[src/rtl/reg_wb_queue.sv]
// Register write-back queue: a circular FIFO of pending {data, addr} writes that
// drains one entry per cycle into a registered register-file write port, with forwarding lookup.
module reg_wb_queue #(
  parameter int DEPTH = 4
) (
  input  logic       CLK,
  input  logic       RESET,
  input  logic       WB_VALID,
  output logic       WB_READY,
  input  logic [7:0] WB_DATA,
  input  logic [2:0] WB_ADDR,
  input  logic       HOLD,
  input  logic       FLUSH,
  output logic [7:0] RF_IN,
  output logic [2:0] RF_INADDRESS,
  output logic       RF_WRITE,
  input  logic [2:0] LOOKUP_ADDR,
  output logic       LOOKUP_HIT,
  output logic [7:0] LOOKUP_DATA,
  output logic [3:0] COUNT
);

  localparam int         PW      = (DEPTH > 1) ? $clog2(DEPTH) : 1;
  localparam logic [3:0] DEPTH_C = 4'(DEPTH);

  logic [7:0]    data_mem_q [DEPTH];
  logic [2:0]    addr_mem_q [DEPTH];
  logic [PW-1:0] head_q, head_d;
  logic [PW-1:0] tail_q, tail_d;
  logic [3:0]    count_q, count_d;
  logic [7:0]    rf_data_q, rf_data_d;
  logic [2:0]    rf_addr_q, rf_addr_d;
  logic          rf_write_q, rf_write_d;
  logic          push, pop;
  logic [PW-1:0] lk_idx;

  // Ready ignores WB_VALID so the producer can decide to offer based on it.
  assign WB_READY = RESET && (count_q < DEPTH_C) && !FLUSH;
  assign push     = WB_VALID && WB_READY;
  assign pop      = (count_q != 4'd0) && !HOLD && !FLUSH;

  always_comb begin
    head_d     = head_q;
    tail_d     = tail_q;
    count_d    = count_q;
    rf_data_d  = rf_data_q;
    rf_addr_d  = rf_addr_q;
    rf_write_d = 1'b0;
    if (FLUSH) begin
      head_d  = '0;
      tail_d  = '0;
      count_d = 4'd0;
    end else begin
      if (push) tail_d = tail_q + PW'(1);
      if (pop) begin
        head_d     = head_q + PW'(1);
        rf_data_d  = data_mem_q[head_q];
        rf_addr_d  = addr_mem_q[head_q];
        rf_write_d = 1'b1;
      end
      case ({push, pop})
        2'b10:   count_d = count_q + 4'd1;
        2'b01:   count_d = count_q - 4'd1;
        default: count_d = count_q;
      endcase
    end
  end

  // NOTE: sequential state uses non-blocking (<=) so every register samples pre-edge values.
  always_ff @(posedge CLK) begin
    if (!RESET) begin
      head_q     <= '0;
      tail_q     <= '0;
      count_q    <= 4'd0;
      rf_data_q  <= 8'd0;
      rf_addr_q  <= 3'd0;
      rf_write_q <= 1'b0;
    end else begin
      head_q     <= head_d;
      tail_q     <= tail_d;
      count_q    <= count_d;
      rf_data_q  <= rf_data_d;
      rf_addr_q  <= rf_addr_d;
      rf_write_q <= rf_write_d;
    end
  end

  // NOTE: storage is not reset; an entry is only ever read while count_q marks it valid.
  always_ff @(posedge CLK) begin
    if (push) begin
      data_mem_q[tail_q] <= WB_DATA;
      addr_mem_q[tail_q] <= WB_ADDR;
    end
  end

  // Output stage is the oldest candidate; queued entries are scanned oldest to youngest so the youngest match wins.
  always_comb begin
    LOOKUP_HIT  = 1'b0;
    LOOKUP_DATA = 8'd0;
    lk_idx      = '0;
    if (RESET) begin
      if (rf_write_q && (rf_addr_q == LOOKUP_ADDR)) begin
        LOOKUP_HIT  = 1'b1;
        LOOKUP_DATA = rf_data_q;
      end
      for (int i = 0; i < DEPTH; i++) begin
        lk_idx = head_q + PW'(i);
        if ((4'(i) < count_q) && (addr_mem_q[lk_idx] == LOOKUP_ADDR)) begin
          LOOKUP_HIT  = 1'b1;
          LOOKUP_DATA = data_mem_q[lk_idx];
        end
      end
    end
  end

  assign RF_IN        = rf_data_q;
  assign RF_INADDRESS = rf_addr_q;
  assign RF_WRITE     = rf_write_q;
  assign COUNT        = count_q;

endmodule

[config.mk]
export PLATFORM = sky130hd
export DESIGN_NAME = reg_wb_queue
export DESIGN_NICKNAME = d
export VERILOG_FILES = /design/src/rtl/reg_wb_queue.sv
export SDC_FILE = /design/constraint.sdc
export NUM_CORES = 1
export LEC_CHECK = 0
export ABC_AREA = 1
export BUFFER_PORTS_ARGS = -buffer_cell sky130_fd_sc_hd__buf_4
export CORE_UTILIZATION = 40
export CTS_CLUSTER_DIAMETER = 60
export CTS_CLUSTER_SIZE = 8
export DETAILED_ROUTE_END_ITERATION = 10
export SLEW_MARGIN = 40
export SYNTH_ARGS = -nofsm -noshare
export SYNTH_HDL_FRONTEND = slang
export SYNTH_SLANG_ARGS = --single-unit
[constraint.sdc]
create_clock -name CLK -period 4.3 [get_ports CLK]
set_input_delay 0.86 -clock CLK [delete_from_list [all_inputs] [get_ports CLK]]
set_output_delay 0.86 -clock CLK [all_outputs]
set_load 0.01 [all_outputs]
==> flow_metrics.env <==
export IMPL_status="complete, no violations"
export IMPL_crit_fanout=25
export IMPL_clock_latency_ns=0.35
export IMPL_cts_sinks=66
export IMPL_wirelength_mm=13.0
export IMPL_intPower_mw=0.967
export IMPL_synth_fp_nets=635
export IMPL_cts_tree="built"
export IMPL_drt_drc_violations_left=0
export IMPL_seq_power_share_pct=53.6
export IMPL_p_leak_nw=2.24
export IMPL_synth_top_area_share_pct=29.6
export IMPL_grt_max_degree=39
export IMPL_cp_start_kind="register"
export IMPL_grt_pass1_vias=3905
export IMPL_cts_root_buf="clkbuf_8"
export IMPL_p_sw_share_pct=24.8
export IMPL_synth_edf_count=44
export IMPL_synth_xor_area_share_pct=0.981
export IMPL_areaGrowthSynthToFinish_pct=13.4
export IMPL_htreeDepth=3
export IMPL_first_iter_violations=343
export IMPL_ys_top_cells_by_area="edfxtp_1 (30%), nand2_1 (15%), dfxtp_1 (9.9%), o21ai_0 (7.4%), inv_1 (5.7%)"
export IMPL_synth_area_leader_cell="edfxtp_1"
export IMPL_report_final_slew_viol_count=0
export IMPL_rsz0062_at_grt="no"
export IMPL_initial_core_util_pct=41.2
export IMPL_gp_congestion=0.910
export IMPL_tns_ns=0
export IMPL_synthArstFlopShare_pct=0
export IMPL_setup_viol=0
export IMPL_cts_resized=0
export IMPL_synth_seq_cells=66
export IMPL_die_h_um=108
export IMPL_dieArea_mm2=0.0116
export IMPL_yosysUniqueCellTypes=30
export IMPL_wl_met1_mm=5.99
export IMPL_fillers=1112
export IMPL_grt_overflow=0
export IMPL_track_usage_pct=23.6
export IMPL_ios=45
export IMPL_ir_worst_vdd_mv=0.167
export IMPL_multiInputGateArea_mm2=0.00230
export IMPL_synthCells=608
export IMPL_drv_cap=0
export IMPL_fp_row_count=38
export IMPL_yosys_area_share_simple_pct=32.3
export IMPL_grt_pass1_wl_mm=20.4
export IMPL_path_class="register to primary output"
export IMPL_routed_top_layer="met4"
export IMPL_net_switching_power_mw=0.320
export IMPL_ys_warn_count=0
export IMPL_syn_area_per_cell_um2=7.34
export IMPL_ff_latch_area_mm2=0.00176
export IMPL_drive_above_1_share_pct=16.7
export IMPL_first_pass_iters=5
export IMPL_antenna_found_initial=0
export IMPL_p_per_area_mw_per_mm2=254
export IMPL_num_antenna_cells=0
export IMPL_p_clk_share_pct=37.3
export IMPL_vias=4268
export IMPL_ant_nets=0
export IMPL_slew_headroom_pct=45.3
export IMPL_yosysSeqAreaShare_pct=39.5
export IMPL_die_x_um=108
export IMPL_max_freq_mhz=249
export IMPL_pwr_share_comb_pct=9.1
export IMPL_via_per_inst=5.38
export IMPL_worst_ep_required_time_ns=3.44
export IMPL_min_period_ns=4.02
export IMPL_post_cts_setup_buffers=0
export IMPL_tightest_slew_ns=0.820
export IMPL_dr_wl_met3_um=943
export IMPL_cts_inserted_buffers=9
export IMPL_hold_viol=0
export IMPL_holdWs_ns=0.485
export IMPL_synth_top_family_by_area="simple AND/OR/NAND/NOR gates"
export IMPL_dpl_hpwl_mm=9.33
export IMPL_hold_path_class="register to register"
export IMPL_synth_compound_area_share_pct=16.1
export IMPL_final_nets=675
export IMPL_synth_mux_area_fraction_pct=0
export IMPL_clk_pin_slew_worst_paths_ns=0.07
export IMPL_yosys_area_share_adder_pct=2.24
export IMPL_wl_met2_mm=5.78
export IMPL_syn_cell_area_mm2=0.00446
export IMPL_critPathArrivalTime_ns=3.16
export IMPL_cts_hold_fix_buffers=0
export IMPL_fin_worst_skew_ns=0.0112
export IMPL_port_buffers=44
export IMPL_synth_most_common_cell="nand2_1"
export IMPL_end_kind="primary output"
export IMPL_synth_common_cells="nand2_1 (180), inv_1 (68), o21ai_0 (66)"
export IMPL_wl_per_cell_um=16.4
export IMPL_synth_ff_type="edfxtp_1"
export IMPL_min_period_over_period_pct=93.5
export IMPL_cts_buffer_depth=2
export IMPL_core_region_area_mm2=0.0108
## cell type report
| class | instances | area share [%] |
|---|---|---|
| Clock buffer | 16 | 3.36 |
| Inverter | 71 | 5.27 |
| Multi-Input combinational cell | 449 | 45.5 |
| Sequential cell | 66 | 34.8 |
| Tap cell | 140 | 3.46 |
| Timing Repair Buffer | 51 | 7.56 |
## cell families (layout without fill, tap and decap cells)
family | Yosys count | after routing
adders and majority gates | 8 | 8
DFF | 66 | 66
xor gates and xnor gates | 5 | 5
buffers and inverters | 93 | 138
and+or+nand+nor | 307 | 307
AOI/OAI and AO/OA | 129 | 129
## cells in the final DEF (no fill, tap or decap), drive strengths merged
cell,netlist,layout
edfxtp,44,44
nor2,51,51
nor3,1,1
o211ai,5,5
o22ai,16,16
buf,14,51
dfxtp,22,22
nand4,2,2
o21ai,67,67
nand3,59,59
inv,71,71
clkbuf,8,16
a21oi,36,36
xor2,2,2
a31oi,5,5
xnor2,3,3
ha,8,8
nand2,194,194
## registers in the layout, indices dropped and copies added, names as in the netlist, named ones only
register / flops
head_q: 2
data_mem_q: 32
RF_IN: 8
RF_WRITE: 1
addr_mem_q: 12
tail_q: 2
RF_INADDRESS: 3
COUNT: 4
## per-layer routing
metal	up-vias	track usage (%)
li1	2093	-
met1	1978	33.3
met2	182	36.0
met3	15	4.00
met4	0	8.90
met5	-	0
## stage by stage
stage	area [um2]	setup WS [ns]	util (%)	std cells	total power [mW]
3_5_place_dp	4890	0.732	45.1	777	0.820
4_1_cts	5060	0.338	46.7	793	1.29
6_report	5060	0.281	46.7	793	1.29
3_3_place_gp	4890	0.738	45.1	777	0.819
5_1_grt	5060	0.0761	46.7	793	1.33
2_1_floorplan	4460	1.48	-	608	0.774
## worst paths after layout
| check | slack, ns | endpoint | startpoint | cells past startpoint |
|---|---|---|---|---|
| worst max-delay path | 0.28 | LOOKUP_DATA[1] | register | 13 |
| worst min register to register | 0.48 | COUNT[3] | COUNT[3] | 2 |
| worst max register to register | 2.13 | COUNT[2] | COUNT[0] | 12 |
| worst min-delay path | 0.48 | COUNT[3] | COUNT[3] | 2 |
## power groups by stage
stage               Combinational [mW]  Sequential (mW)  Clock [mW]
detailed placement               0.116            0.704           0
global route                     0.130            0.691       0.513
CTS                              0.117            0.690       0.486
floorplan                       0.0698            0.704           0
finish                           0.117            0.690       0.480
global placement                 0.115            0.704           0
## worst max-delay path, cell delays in order (launching register included)
cell	delay, ns
dfxtp_1	0.30
buf_4	0.21
inv_1	0.63
nand2_1	0.10
nand3_1	0.16
nand2_1	0.12
nand2_1	0.09
nand2_1	0.05
nor2_1	0.46
nand3_1	0.19
nand3_2	0.14
nand2_1	0.09
a21oi_2	0.13
buf_4	0.13
No activity file was read; power rests on OpenSTA's default activity.
